$ cat src/rtl/controle_multiciclo.sv
// -----------------------------------------------------------------------------
// controle_multiciclo
//
// Multicycle control unit for a tiny register-bank processor. A 4-state FSM
// (T0..T3) latches a 9-bit instruction III_XXX_YYY into an internal IR when
// 'run' is sampled high in T0. It then sequences the datapath enables:
//   000 mv  Rx <- Ry        (T1, done)
//   001 mvi Rx <- immediate (T1, done)
//   010 add Rx <- Rx + Ry   (T1 A<-Rx, T2 G<-A+Ry, T3 Rx<-G, done)
//   011 sub Rx <- Rx - Ry   (same as add with addsub=1)
//   1xx, Rx=7, or Ry=7 (except mvi) are illegal: T1 pulses done only.
//
// Ports:
//   clock        system clock, rising edge
//   reset        asynchronous active-high reset
//   run          start request, sampled only in T0
//   instruction  encoded instruction III_XXX_YYY
//   registers_in one-hot write enables of R0..R6
//   register_out read-select of the register bank onto the datapath
//   ir_in        IR load strobe (mirrors run in T0)
//   din_out      selects the immediate onto data_bus
//   ain          load enable of operand register A
//   gin          load enable of result register G
//   gout         selects G onto data_bus
//   addsub       ALU operation, 0 = add, 1 = sub
//   done         one-cycle pulse on the last cycle of an instruction
//
// Outputs are combinational decodes of state and IR; the only input-to-output
// path is ir_in, which follows run while in T0.
// -----------------------------------------------------------------------------
module controle_multiciclo (
    input  logic       clock,
    input  logic       reset,
    input  logic       run,
    input  logic [8:0] instruction,
    output logic [6:0] registers_in,
    output logic [2:0] register_out,
    output logic       ir_in,
    output logic       din_out,
    output logic       ain,
    output logic       gin,
    output logic       gout,
    output logic       addsub,
    output logic       done
);

    typedef enum logic [1:0] {
        T0 = 2'd0,
        T1 = 2'd1,
        T2 = 2'd2,
        T3 = 2'd3
    } state_t;

    state_t     r_state;
    logic [8:0] r_ir;

    logic [2:0] w_opcode;
    logic [2:0] w_rx;
    logic [2:0] w_ry;
    logic       w_isMv;
    logic       w_isMvi;
    logic       w_isAddSub;
    logic       w_illegal;
    logic [6:0] w_rxOneHot;

    assign w_opcode   = r_ir[8:6];
    assign w_rx       = r_ir[5:3];
    assign w_ry       = r_ir[2:0];
    assign w_isMv     = (w_opcode == 3'b000);
    assign w_isMvi    = (w_opcode == 3'b001);
    assign w_isAddSub = (w_opcode == 3'b010) || (w_opcode == 3'b011);

    // Register 7 does not exist, so any reference to it is illegal; mvi has
    // no source register and therefore ignores YYY.
    assign w_illegal  = w_opcode[2]
                     || (w_rx == 3'd7)
                     || (!w_isMvi && (w_ry == 3'd7));

    // Shifting by 7 pushes the bit out, but illegal instructions never use
    // this decode anyway.
    assign w_rxOneHot = 7'b000_0001 << w_rx;

    // State and IR. The IR only loads in T0, so it stays stable T1..T3
    // regardless of what happens on 'instruction'.
    always_ff @(posedge clock or posedge reset) begin
        if (reset) begin
            r_state <= T0;
            r_ir    <= 9'd0;
        end else begin
            case (r_state)
                T0: begin
                    if (run) begin
                        r_ir    <= instruction;
                        r_state <= T1;
                    end
                end
                T1: begin
                    if (w_isAddSub && !w_illegal) begin
                        r_state <= T2;
                    end else begin
                        r_state <= T0;
                    end
                end
                T2:      r_state <= T3;
                T3:      r_state <= T0;
                default: r_state <= T0;
            endcase
        end
    end

    // Output decode. Everything defaults to zero so that only one bus source
    // and at most one register write enable is active in any cycle.
    always_comb begin
        registers_in = 7'd0;
        register_out = 3'd0;
        ir_in        = 1'b0;
        din_out      = 1'b0;
        ain          = 1'b0;
        gin          = 1'b0;
        gout         = 1'b0;
        addsub       = 1'b0;
        done         = 1'b0;
        case (r_state)
            T0: begin
                // Gated by reset so the strobe stays low while reset is held.
                ir_in = run && !reset;
            end
            T1: begin
                if (w_illegal) begin
                    done = 1'b1;
                end else if (w_isMv) begin
                    register_out = w_ry;
                    registers_in = w_rxOneHot;
                    done         = 1'b1;
                end else if (w_isMvi) begin
                    din_out      = 1'b1;
                    registers_in = w_rxOneHot;
                    done         = 1'b1;
                end else begin
                    register_out = w_rx;
                    ain          = 1'b1;
                end
            end
            T2: begin
                register_out = w_ry;
                gin          = 1'b1;
                addsub       = (w_opcode == 3'b011);
            end
            T3: begin
                gout         = 1'b1;
                registers_in = w_rxOneHot;
                done         = 1'b1;
            end
            default: begin
                registers_in = 7'd0;
            end
        endcase
    end

endmodule
$ cat config.mk
export PLATFORM = sky130hd
export DESIGN_NAME = controle_multiciclo
export DESIGN_NICKNAME = d
export VERILOG_FILES = /design/src/rtl/controle_multiciclo.sv
export SDC_FILE = /design/constraint.sdc
export NUM_CORES = 1
export LEC_CHECK = 0
export BUFFER_PORTS_ARGS = -buffer_cell sky130_fd_sc_hd__buf_2
export CAP_MARGIN = 20
export CORE_MARGIN = 5
export CORE_UTILIZATION = 43
export CTS_CLUSTER_DIAMETER = 40
export DETAILED_ROUTE_END_ITERATION = 8
export PLACE_DENSITY_LB_ADDON = 0.1
export SETUP_SLACK_MARGIN = 0.05
export SLEW_MARGIN = 0
export SYNTH_ARGS = -nofsm -noshare
export SYNTH_HDL_FRONTEND = slang
export SYNTH_SLANG_ARGS = --single-unit
$ cat constraint.sdc
create_clock -name clock -period 1.45 [get_ports clock]
set_clock_uncertainty 0.05 [all_clocks]
set_input_delay 0.2175 -clock clock [delete_from_list [all_inputs] [get_ports clock]]
set_output_delay 0.2175 -clock clock [all_outputs]
set_load 0.01 [all_outputs]
==> metrics <==
Critical Path AT=1.71 ns; H-tree Lvls=1; nets=151; CTS tree=built; Starting DRT DRC Count=17; largest net degree at the start of global routing=12; Ports=29; Mapped Cells=79; fillcell total=111; number of vias per cell=5.35; total CTS buffers=3; Skew-Pair Late Insertion Delay=0.26 ns; Critical Path, Cell by Cell=nor3b_4 > buf_4 > o211ai_1 > o21ai_1 > buf_2; Met1 Wirelength=1040 µm; Final Hold Viols=0; sequential-to-total area share from yosys stat=34.5%; final worst setup slack=-0.525 ns; CP required=1.18 ns; Max IR drop VDD=0.00142 V; clock buffer depth=2; pwr dens=1990 nW/µm²; design area=1420 µm²; crit-path max FO=5; die footprint=2810 µm²; count of final setup violators=26; Multi-input gate area=672 µm²; global route overflow=0; Final ANT Viol Nets=0; actual slew at the worst max-slew pin=0.531 ns; power after layout=2.82 mW; initial core utilization=45.7%; CTS Root Cell=clkbuf_4; vias in the first global route=862; first-pass GRT wire length=4050 µm; final wirelength=2500 µm; drt first pass iters=4; Max Slew Vio Count=0; failing checks=setup timing; Setup crit end kind=output pin; met2 WL=1340 µm; diode count=0; Sink Count=11; vias=845; Slew Limit Headroom=64.4%; Tcrit/Tclk final=136%; synth unique cells=25; Port Buffers=28; status=finished with violations; Hold Slack=0.133 ns; Max-Cap Viols=0; met3 WL=75 µm; GP Congestion=0.754; total track usage=19.5%; num rows=15; Crit-path slowest cell=dfrtp_2; initial antenna violation count=0; Seq. cell area=279 µm²; clk slew on worst S/H paths=0.08 ns; Synth-to-Final Area Change=78.2%; Die Height=53.1 µm; RSZ-0062 raised after global routing=true; Top FF cell, synth=dfrtp_1; WL per Instance=15.8 µm; Worst setup SP type=flip-flop; top layer in use=met4; hpwl dp=1730 µm; Crit Path Class=flip-flop to output pin; path category of the worst min-delay check=input port to flip-flop; Remaining DRCs=0; Leak=0.641 nW; Peak Freq=506 MHz; flop and latch count out of synthesis=11; Netlist Area Pre-Place=797 µm²; syn_nets=96; synthesis warning total=0; EDFF count, synth=0; CP max stage delay=0.44 ns; DP Area=1160 µm²; Die W=53.1 µm; min Tclk post-route=1.97 ns; Async S/R FF share, synth=100%; mean post-synth cell area=10.1 µm²; area of the core=1750 µm²; share of layout cells above drive strength 1=67.7%
## critical path, delay by kind of cell (launching register included)
family	cells	cell delay, ns
buffers and inverters	2	0.32
AO/OA/AOI/OAI	2	0.44
AND/OR/NAND/NOR	1	0.26
flip-flops	1	0.44
## cell usage after synthesis (3+ instances only)
| library cell | n | area share (%) |
|---|---|---|
| nand3_1 | 9 | 5.7 |
| a2111oi_1 | 3 | 3.8 |
| inv_1 | 7 | 3.3 |
| o21a_1 | 3 | 2.8 |
| nor4b_1 | 3 | 3.3 |
| nor2_1 | 3 | 1.4 |
| o21ai_0 | 8 | 5.0 |
| ha_1 | 5 | 7.8 |
| dfrtp_1 | 11 | 35 |
| a21oi_1 | 4 | 2.5 |
| mux2_2 | 9 | 13 |
## through the flow
step                setup TNS [ns]  utilization (%)  cells  setup WS, ns
floorplan                   -0.118                -     79       -0.0295
global placement             -1.81             66.2    145        -0.175
detailed placement           -2.75             66.2    145        -0.232
CTS                          -5.96             76.4    153        -0.495
global route                 -8.05             81.4    158        -0.631
finish                       -6.49             81.4    158        -0.525
## path summary, 6_finish.rpt
path | cells past startpoint | end | slack [ns] | from
worst max register to register | 6 | r_ir[6] | -0.08 | r_state[0]
worst max-delay path | 5 | register_out[0] | -0.52 | r_ir[8]
worst min-delay path | 2 | r_ir[0] | 0.13 | instruction[0]
max in group asynchronous | 3 | r_ir[8] | 0.57 | reset
worst min register to register | 2 | r_ir[0] | 0.59 | r_ir[0]
min in group asynchronous | 3 | r_ir[0] | 0.44 | reset
## registers in the layout (all words and copies together), names as in the netlist, named ones only
| signal | count |
|---|---|
| r_ir | 9 |
| r_state | 1 |
## area by class of cell
| type | instances | share of cell area [%] |
|---|---|---|
| Multi-Input combinational cell | 58 | 47.3 |
| Timing Repair Buffer | 53 | 27.1 |
| Sequential cell | 11 | 19.6 |
| Tap cell | 25 | 2.20 |
| Clock buffer | 4 | 1.85 |
| Inverter | 7 | 1.85 |
## layout by cell type (no fill, tap or decap), drive strengths merged
cell / n
a31oi: 1
a2111oi: 4
and3: 1
dfrtp: 11
nand2: 1
nor4b: 3
a21oi: 4
and4b: 1
nand3: 9
clkbuf: 4
buf: 52
o21ai: 8
nand2b: 1
ha: 5
inv: 7
dlygate4sd3: 1
mux2: 9
o21a: 3
o211ai: 2
a21o: 1
o21bai: 1
nor3b: 1
nor2: 3
## where the power goes
| group | internal, mW | switching [mW] | total [mW] |
|---|---|---|---|
| Sequential | 0.465 | 0.172 | 0.637 |
| Combinational | 0.999 | 0.981 | 1.98 |
| Clock | 0.106 | 0.101 | 0.207 |
| Total | 1.57 | 1.25 | 2.82 |
## metal layers
| layer | track usage, % | up-vias |
|---|---|---|
| met5 | 0 | - |
| li1 | - | 404 |
| met2 | 37.2 | 25 |
| met1 | 22.6 | 410 |
| met3 | 3.10 | 6 |
| met4 | 3.83 | 0 |
## timing repair
item,in CTS,in global routing
endpoints found under the setup margin,28,28
setup buffers,3,7
endpoints found under the hold margin,11,0
gates resized for setup,28,13
hold buffers,1,0
pin swaps,5,9
## logic make-up (layout without fill, tap and decap cells)
logic type / Yosys count / count (layout) / share of synthesized area [%]
AOI/OAI and AO/OA: 24 / 24 / 22.3
and+or+nand+nor: 20 / 20 / 16.2
DFF: 11 / 11 / 34.5
buffers and inverters: 10 / 64 / 6.44
muxes: 9 / 9 / 12.7
adders and majority gates: 5 / 5 / 7.85
Power figures use the tool's default switching activity.
